### src/rtl/time_set_ctrl.sv
// time_set_ctrl: automatic time-setting initiator for the lab clock.
// Drives the clock's manual button lines (Timeset, Minadv, Hrsadv, Dayadv)
// until the clock's readback matches the registered target.
// Optional feature macro: TSC_ALARM_SET_EN (adds alarm programming via mode,
// cur_amin, cur_ahrs and Alarmset).
module time_set_ctrl #(
    parameter int SETTLE   = 1,
    parameter int MAX_PASS = 3
) (
    input  logic       clk,
    input  logic       rst,
    input  logic       start,
    input  logic       abort,
    input  logic [6:0] tgt_min,
    input  logic [6:0] tgt_hrs,
    input  logic [6:0] tgt_day,
    input  logic [6:0] cur_min,
    input  logic [6:0] cur_hrs,
    input  logic [6:0] cur_day,
`ifdef TSC_ALARM_SET_EN
    input  logic       mode,
    input  logic [6:0] cur_amin,
    input  logic [6:0] cur_ahrs,
    output logic       Alarmset,
`endif
    output logic       Timeset,
    output logic       Minadv,
    output logic       Hrsadv,
    output logic       Dayadv,
    output logic       busy,
    output logic       done,
    output logic       err
);

    localparam logic [2:0] S_IDLE   = 3'd0;
    localparam logic [2:0] S_CHECK  = 3'd1;
    localparam logic [2:0] S_PULSE  = 3'd2;
    localparam logic [2:0] S_SETTLE = 3'd3;
    localparam logic [2:0] S_VERIFY = 3'd4;
    localparam logic [2:0] S_DONE   = 3'd5;
    localparam logic [2:0] S_ERR    = 3'd6;

    localparam logic [1:0] F_MIN = 2'd0;
    localparam logic [1:0] F_HRS = 2'd1;
    localparam logic [1:0] F_DAY = 2'd2;

    localparam int CW = (SETTLE   > 1) ? $clog2(SETTLE)   : 1;
    localparam int PW = (MAX_PASS > 1) ? $clog2(MAX_PASS) : 1;

    logic [2:0]    r_state;
    logic [1:0]    r_fld;
    logic [PW-1:0] r_pass;
    logic [CW-1:0] r_cnt;
    logic [6:0]    r_tmin;
    logic [6:0]    r_thrs;
    logic [6:0]    r_tday;

    logic       w_alarm;     // registered mode of the operation in progress
    logic       w_mode_in;   // mode as presented with start
    logic [6:0] w_cmin;
    logic [6:0] w_chrs;
    logic       w_fld_eq;
    logic       w_last_fld;
    logic       w_all_eq;
    logic       w_tgt_ok;
    logic       w_active;

`ifdef TSC_ALARM_SET_EN
    logic r_mode;
    assign w_alarm   = r_mode;
    assign w_mode_in = mode;
    assign w_cmin    = r_mode ? cur_amin : cur_min;
    assign w_chrs    = r_mode ? cur_ahrs : cur_hrs;
`else
    assign w_alarm   = 1'b0;
    assign w_mode_in = 1'b0;
    assign w_cmin    = cur_min;
    assign w_chrs    = cur_hrs;
`endif

    // Field compare for CHECK, full compare for VERIFY, target range check for IDLE
    always_comb begin
        w_fld_eq = 1'b0;
        case (r_fld)
            F_MIN:   w_fld_eq = (w_cmin == r_tmin);
            F_HRS:   w_fld_eq = (w_chrs == r_thrs);
            default: w_fld_eq = (cur_day == r_tday);
        endcase
        // Alarm has no day field, so HRS is the last one there
        w_last_fld = w_alarm ? (r_fld == F_HRS) : (r_fld == F_DAY);
        w_all_eq   = (w_cmin == r_tmin) && (w_chrs == r_thrs) &&
                     (w_alarm || (cur_day == r_tday));
        w_tgt_ok   = (tgt_min <= 7'd59) && (tgt_hrs <= 7'd23) &&
                     (w_mode_in || (tgt_day <= 7'd6));
    end

    // Outputs decode straight from state so reset clears them without an edge
    assign w_active = (r_state == S_CHECK) || (r_state == S_PULSE) ||
                      (r_state == S_SETTLE) || (r_state == S_VERIFY);
    assign Timeset  = w_active & ~w_alarm;
`ifdef TSC_ALARM_SET_EN
    assign Alarmset = w_active & w_alarm;
`endif
    assign busy   = w_active;
    assign Minadv = (r_state == S_PULSE) && (r_fld == F_MIN);
    assign Hrsadv = (r_state == S_PULSE) && (r_fld == F_HRS);
    assign Dayadv = (r_state == S_PULSE) && (r_fld == F_DAY);
    assign done   = (r_state == S_DONE);
    assign err    = (r_state == S_ERR);

    // Control FSM: walk fields, pulse until each matches, then verify all
    always_ff @(posedge clk or negedge rst) begin
        if (!rst) begin
            r_state <= S_IDLE;
            r_fld   <= F_MIN;
            r_pass  <= '0;
            r_cnt   <= '0;
            r_tmin  <= '0;
            r_thrs  <= '0;
            r_tday  <= '0;
`ifdef TSC_ALARM_SET_EN
            r_mode  <= 1'b0;
`endif
        end else if (abort) begin
            // abort outranks everything, including a coincident start in IDLE
            r_state <= S_IDLE;
            r_fld   <= F_MIN;
            r_pass  <= '0;
        end else begin
            case (r_state)
                S_IDLE: begin
                    if (start) begin
                        if (w_tgt_ok) begin
                            r_tmin  <= tgt_min;
                            r_thrs  <= tgt_hrs;
                            r_tday  <= tgt_day;
`ifdef TSC_ALARM_SET_EN
                            r_mode  <= mode;
`endif
                            r_fld   <= F_MIN;
                            r_pass  <= '0;
                            r_state <= S_CHECK;
                        end else begin
                            r_state <= S_ERR;
                        end
                    end
                end
                S_CHECK: begin
                    if (w_fld_eq) begin
                        if (w_last_fld) r_state <= S_VERIFY;
                        else            r_fld   <= r_fld + 2'd1;
                    end else begin
                        r_state <= S_PULSE;
                    end
                end
                S_PULSE: begin
                    r_cnt   <= '0;
                    r_state <= S_SETTLE;
                end
                S_SETTLE: begin
                    if (r_cnt == CW'(SETTLE - 1)) r_state <= S_CHECK;
                    else                          r_cnt   <= r_cnt + 1'b1;
                end
                S_VERIFY: begin
                    // a carry may have disturbed an earlier field; retry from MIN
                    if (w_all_eq) begin
                        r_state <= S_DONE;
                    end else if (r_pass == PW'(MAX_PASS - 1)) begin
                        r_state <= S_ERR;
                    end else begin
                        r_pass  <= r_pass + 1'b1;
                        r_fld   <= F_MIN;
                        r_state <= S_CHECK;
                    end
                end
                default: r_state <= S_IDLE;   // DONE, ERR and unused codes
            endcase
        end
    end

endmodule

### config.mk
export PLATFORM = sky130hd
export DESIGN_NAME = time_set_ctrl
export DESIGN_NICKNAME = d
export VERILOG_FILES = /design/src/rtl/time_set_ctrl.sv
export SDC_FILE = /design/constraint.sdc
export NUM_CORES = 1
export LEC_CHECK = 0
export CORE_ASPECT_RATIO = 1.2
export CORE_MARGIN = 3
export CORE_UTILIZATION = 51
export CTS_BUF_LIST = sky130_fd_sc_hd__clkbuf_4
export CTS_CLUSTER_DIAMETER = 80
export CTS_CLUSTER_SIZE = 28
export DETAILED_ROUTE_END_ITERATION = 8
export MAX_ROUTING_LAYER = met4
export PLACE_DENSITY = 0.92
export RECOVER_POWER = 100
export SKIP_LAST_GASP = 1
export SLEW_MARGIN = 25
export SYNTH_ARGS = -nofsm -noshare
export SYNTH_HDL_FRONTEND = slang
export SYNTH_SLANG_ARGS = --single-unit
### constraint.sdc
create_clock -name clk -period 3.1 [get_ports clk]
set_input_delay 0.93 -clock clk [delete_from_list [all_inputs] [get_ports clk]]
set_output_delay 0.93 -clock clk [all_outputs]
set_load 0.02 [all_outputs]
==> impl_metrics.yaml <==
clocking:
  clk_latency_ps: 330
  htreeDepth: 1
  cts_hold_buf: 0
  cts_buffers: 3
  cts_resized: 0
  cts_tree: "yes"
  clkTransAtPathRegs_ps: 140
  cts.sinks: 28
  cts_root_buf: "clkbuf_4"
  postCtsSetupBuffers: 0
  clock_path_buffers: 2
global_routing:
  grt_max_degree: 29
  grt_first_pass_wirelength_um: 6440
  grt_pass1_vias: 1476
  track_usage_pct: 22.0
  antenna_found_initial: 0
  grt_overflow: 0
placement:
  place_congestion: 0.807
  port_buffers: 52
  hpwl_um: 3150
  placed_area_mm2: 0.00221
sta:
  slew_headroom_pct: -0.728
  fmax_mhz: 341
  slew_viol_final: 29
  period_share_pct: 94.7
  hold_violations: 0
  skew_ps: 7.62
  tightest_slew_ps: 1510
  setup-violations-final: 0
  rsz0062_at_grt: "no"
  finalCriticalPeriod_ps: 2940
setup_path:
  crit_required_ps: 2170
  start_kind: "register"
  r2r_slack_ps: 1110
  critPathMaxStageDelay_ps: 600
  path_class: "reg -> out"
  crit_arrival_ps: 2010
  crit_chain: "nor3b_1, and2_1, clkdlybuf4s50_1"
  slowest_stage: "clkdlybuf4s50_1"
  path_max_fanout: 12
  cp-end-kind: "output pin"
finish:
  antenna_cells: 0
  num-nets-final: 260
  fin_area_mm2: 0.00221
  fill_cells: 212
  drive_gt1_share_pct: 3.85
  synthToLayoutAreaGrowth_pct: 36.8
die:
  fp.dieH_um: 67.7
  core-area_mm2: 0.00292
  num_rows: 21
  die_x_um: 57.4
  start_util_pct: 55.5
  num_io_pins: 53
  die_area_mm2: 0.00389
run:
  maxCapViolCount: 1
synthesis:
  synth_cell_types: 35
  synth_largest_area_cell: "dfrtp_1"
  yosys_warnings: 0
  syn_area_mm2: 0.00162
  synth-edff-count: 0
  syn-num-nets: 201
  synth_top_area_share_pct: 43.3
  synthTopCellsByArea: "dfrtp_1 43%, mux2_1 12%, xnor2_1 9.7%"
  synthFlopType: "dfrtp_1"
  ys_seq_area_share_pct: 43.3
  ys_seq_elements: 28
  avgSynthCellArea_um2: 10.7
  syn_inst: 151
  async_reset_ff_share_pct: 100
power:
  comb_power_share_pct: 44.9
  pwr-share-seq_pct: 41.2
  clockPowerShare_pct: 13.8
  ir_drop_uv: 511
  switchingPower_mw: 0.405
  power.internal_mw: 0.688
  power_density_mw_per_mm2: 494
  power_mw: 1.09
  p_leak_nw: 0.974
  swShare_pct: 37.0
hold_path:
  min-delay-path-class: "reg -> reg"
routing:
  drc: 0
  via_per_inst: 5.67
  wl_per_cell_um: 15.6
  met1Wirelength_um: 1430
  vias: 1371
  met2_length_um: 2050
  drt-total-wl_um: 3770
  routed.top_layer: "met4"
  wl_met3_um: 208
  ant_nets: 0
  drt-initial-drc-count: 32
  dr.pass1.iters: 4
run_status:
  outcome: "complete, but fails checks"
  failed_checks: "capacitance limit, slew limit"
## final timing paths
check,start,end,cells after the start
max in group asynchronous,rst,r_tmin[2]$_DFFE_PN0P_,2
min in group asynchronous,rst,r_fld[1]$_DFFE_PN0P_,2
min reg2reg,r_pass[1]$_DFFE_PN0P_,r_pass[1]$_DFFE_PN0P_,1
max,r_state[2]$_DFFE_PN0P_,Hrsadv,3
min,r_pass[1]$_DFFE_PN0P_,r_pass[1]$_DFFE_PN0P_,1
max reg2reg,r_state[2]$_DFFE_PN0P_,r_fld[0]$_DFFE_PN0P_,6
## routing by layer
metal	global-route usage, %	up-vias
li1	-	647
met2	39.1	51
met5	-	-
met4	8.12	0
met3	4.02	10
met1	24.6	663
## cells by family after synthesis
family,share of synthesized area (%)
AOI/OAI and AO/OA,7.50
xor gates and xnor gates,11.9
adders and majority gates,3.09
buffers and inverters,3.48
DFF,43.3
muxes,12.5
and+or+nand+nor,18.3
## synthesized netlist by cell type (all sizes together) (2+ instances only)
library cell / n
nand3: 5
nor4: 3
mux2: 17
nor2: 10
xor2: 4
nor3: 4
nor2b: 7
a211oi: 2
nand2: 5
nand4: 6
buf: 3
a31oi: 2
and2: 3
o21ai: 4
ha: 4
a21oi: 2
inv: 8
a21o: 2
xnor2: 18
nor3b: 3
dfrtp: 28
or4: 2
## critical path, delay by kind of cell, from the launching register on
| family | cells | cell delay (ps) |
|---|---|---|
| flops | 1 | 540 |
| buf+inv | 1 | 600 |
| simple gates | 2 | 540 |
## layout make-up
cell class	instances	area [um^2]	area share (%)
Tap cell	34	42.5	1.92
Inverter	8	30.0	1.36
Clock buffer	3	22.5	1.02
Timing Repair Buffer	58	567	25.6
Sequential cell	28	701	31.7
Multi-Input combinational cell	111	851	38.4
## through the flow
stage / hold slack, ps / setup WS, ps / TNS (ps) / instances / util, %
after CTS: 523 / 152 / 0 / 242 / 76.6
after detailed placement: 492 / -72.8 / -879 / 239 / 75.8
after global routing: 557 / 5.17 / 0 / 242 / 75.9
after floorplan: 468 / 433 / 0 / 151 / -
after global placement: 478 / 22.3 / 0 / 239 / 75.8
final: 519 / 164 / 0 / 242 / 75.9
## registers in the layout, indices dropped and copies added (netlist names)
register  cells
r_fld         2
r_pass        2
r_state       3
r_tday        7
r_thrs        7
r_tmin        7
## cell usage in the layout, fill, tap and decap left out, types with 4 or more instances in the layout
cell type	n
xnor2_1	18
clkdlybuf4s50_1	51
dfrtp_1	28
ha_1	4
nand4_1	6
nor3_1	4
mux2_1	17
nor2_1	10
inv_1	7
nand3_1	5
o21ai_0	4
nor2b_1	7
xor2_1	4
clkbuf_4	4
nand2_1	5
## power groups by stage
| stage | Clock (mW) | Sequential (mW) | Combinational [mW] |
|---|---|---|---|
| floorplan | 0 | 0.432 | 0.320 |
| global placement | 0 | 0.452 | 0.470 |
| detailed placement | 0 | 0.456 | 0.497 |
| CTS | 0.151 | 0.449 | 0.498 |
| global route | 0.164 | 0.459 | 0.541 |
| finish | 0.151 | 0.451 | 0.491 |
No activity file was read; power rests on OpenSTA's default activity.
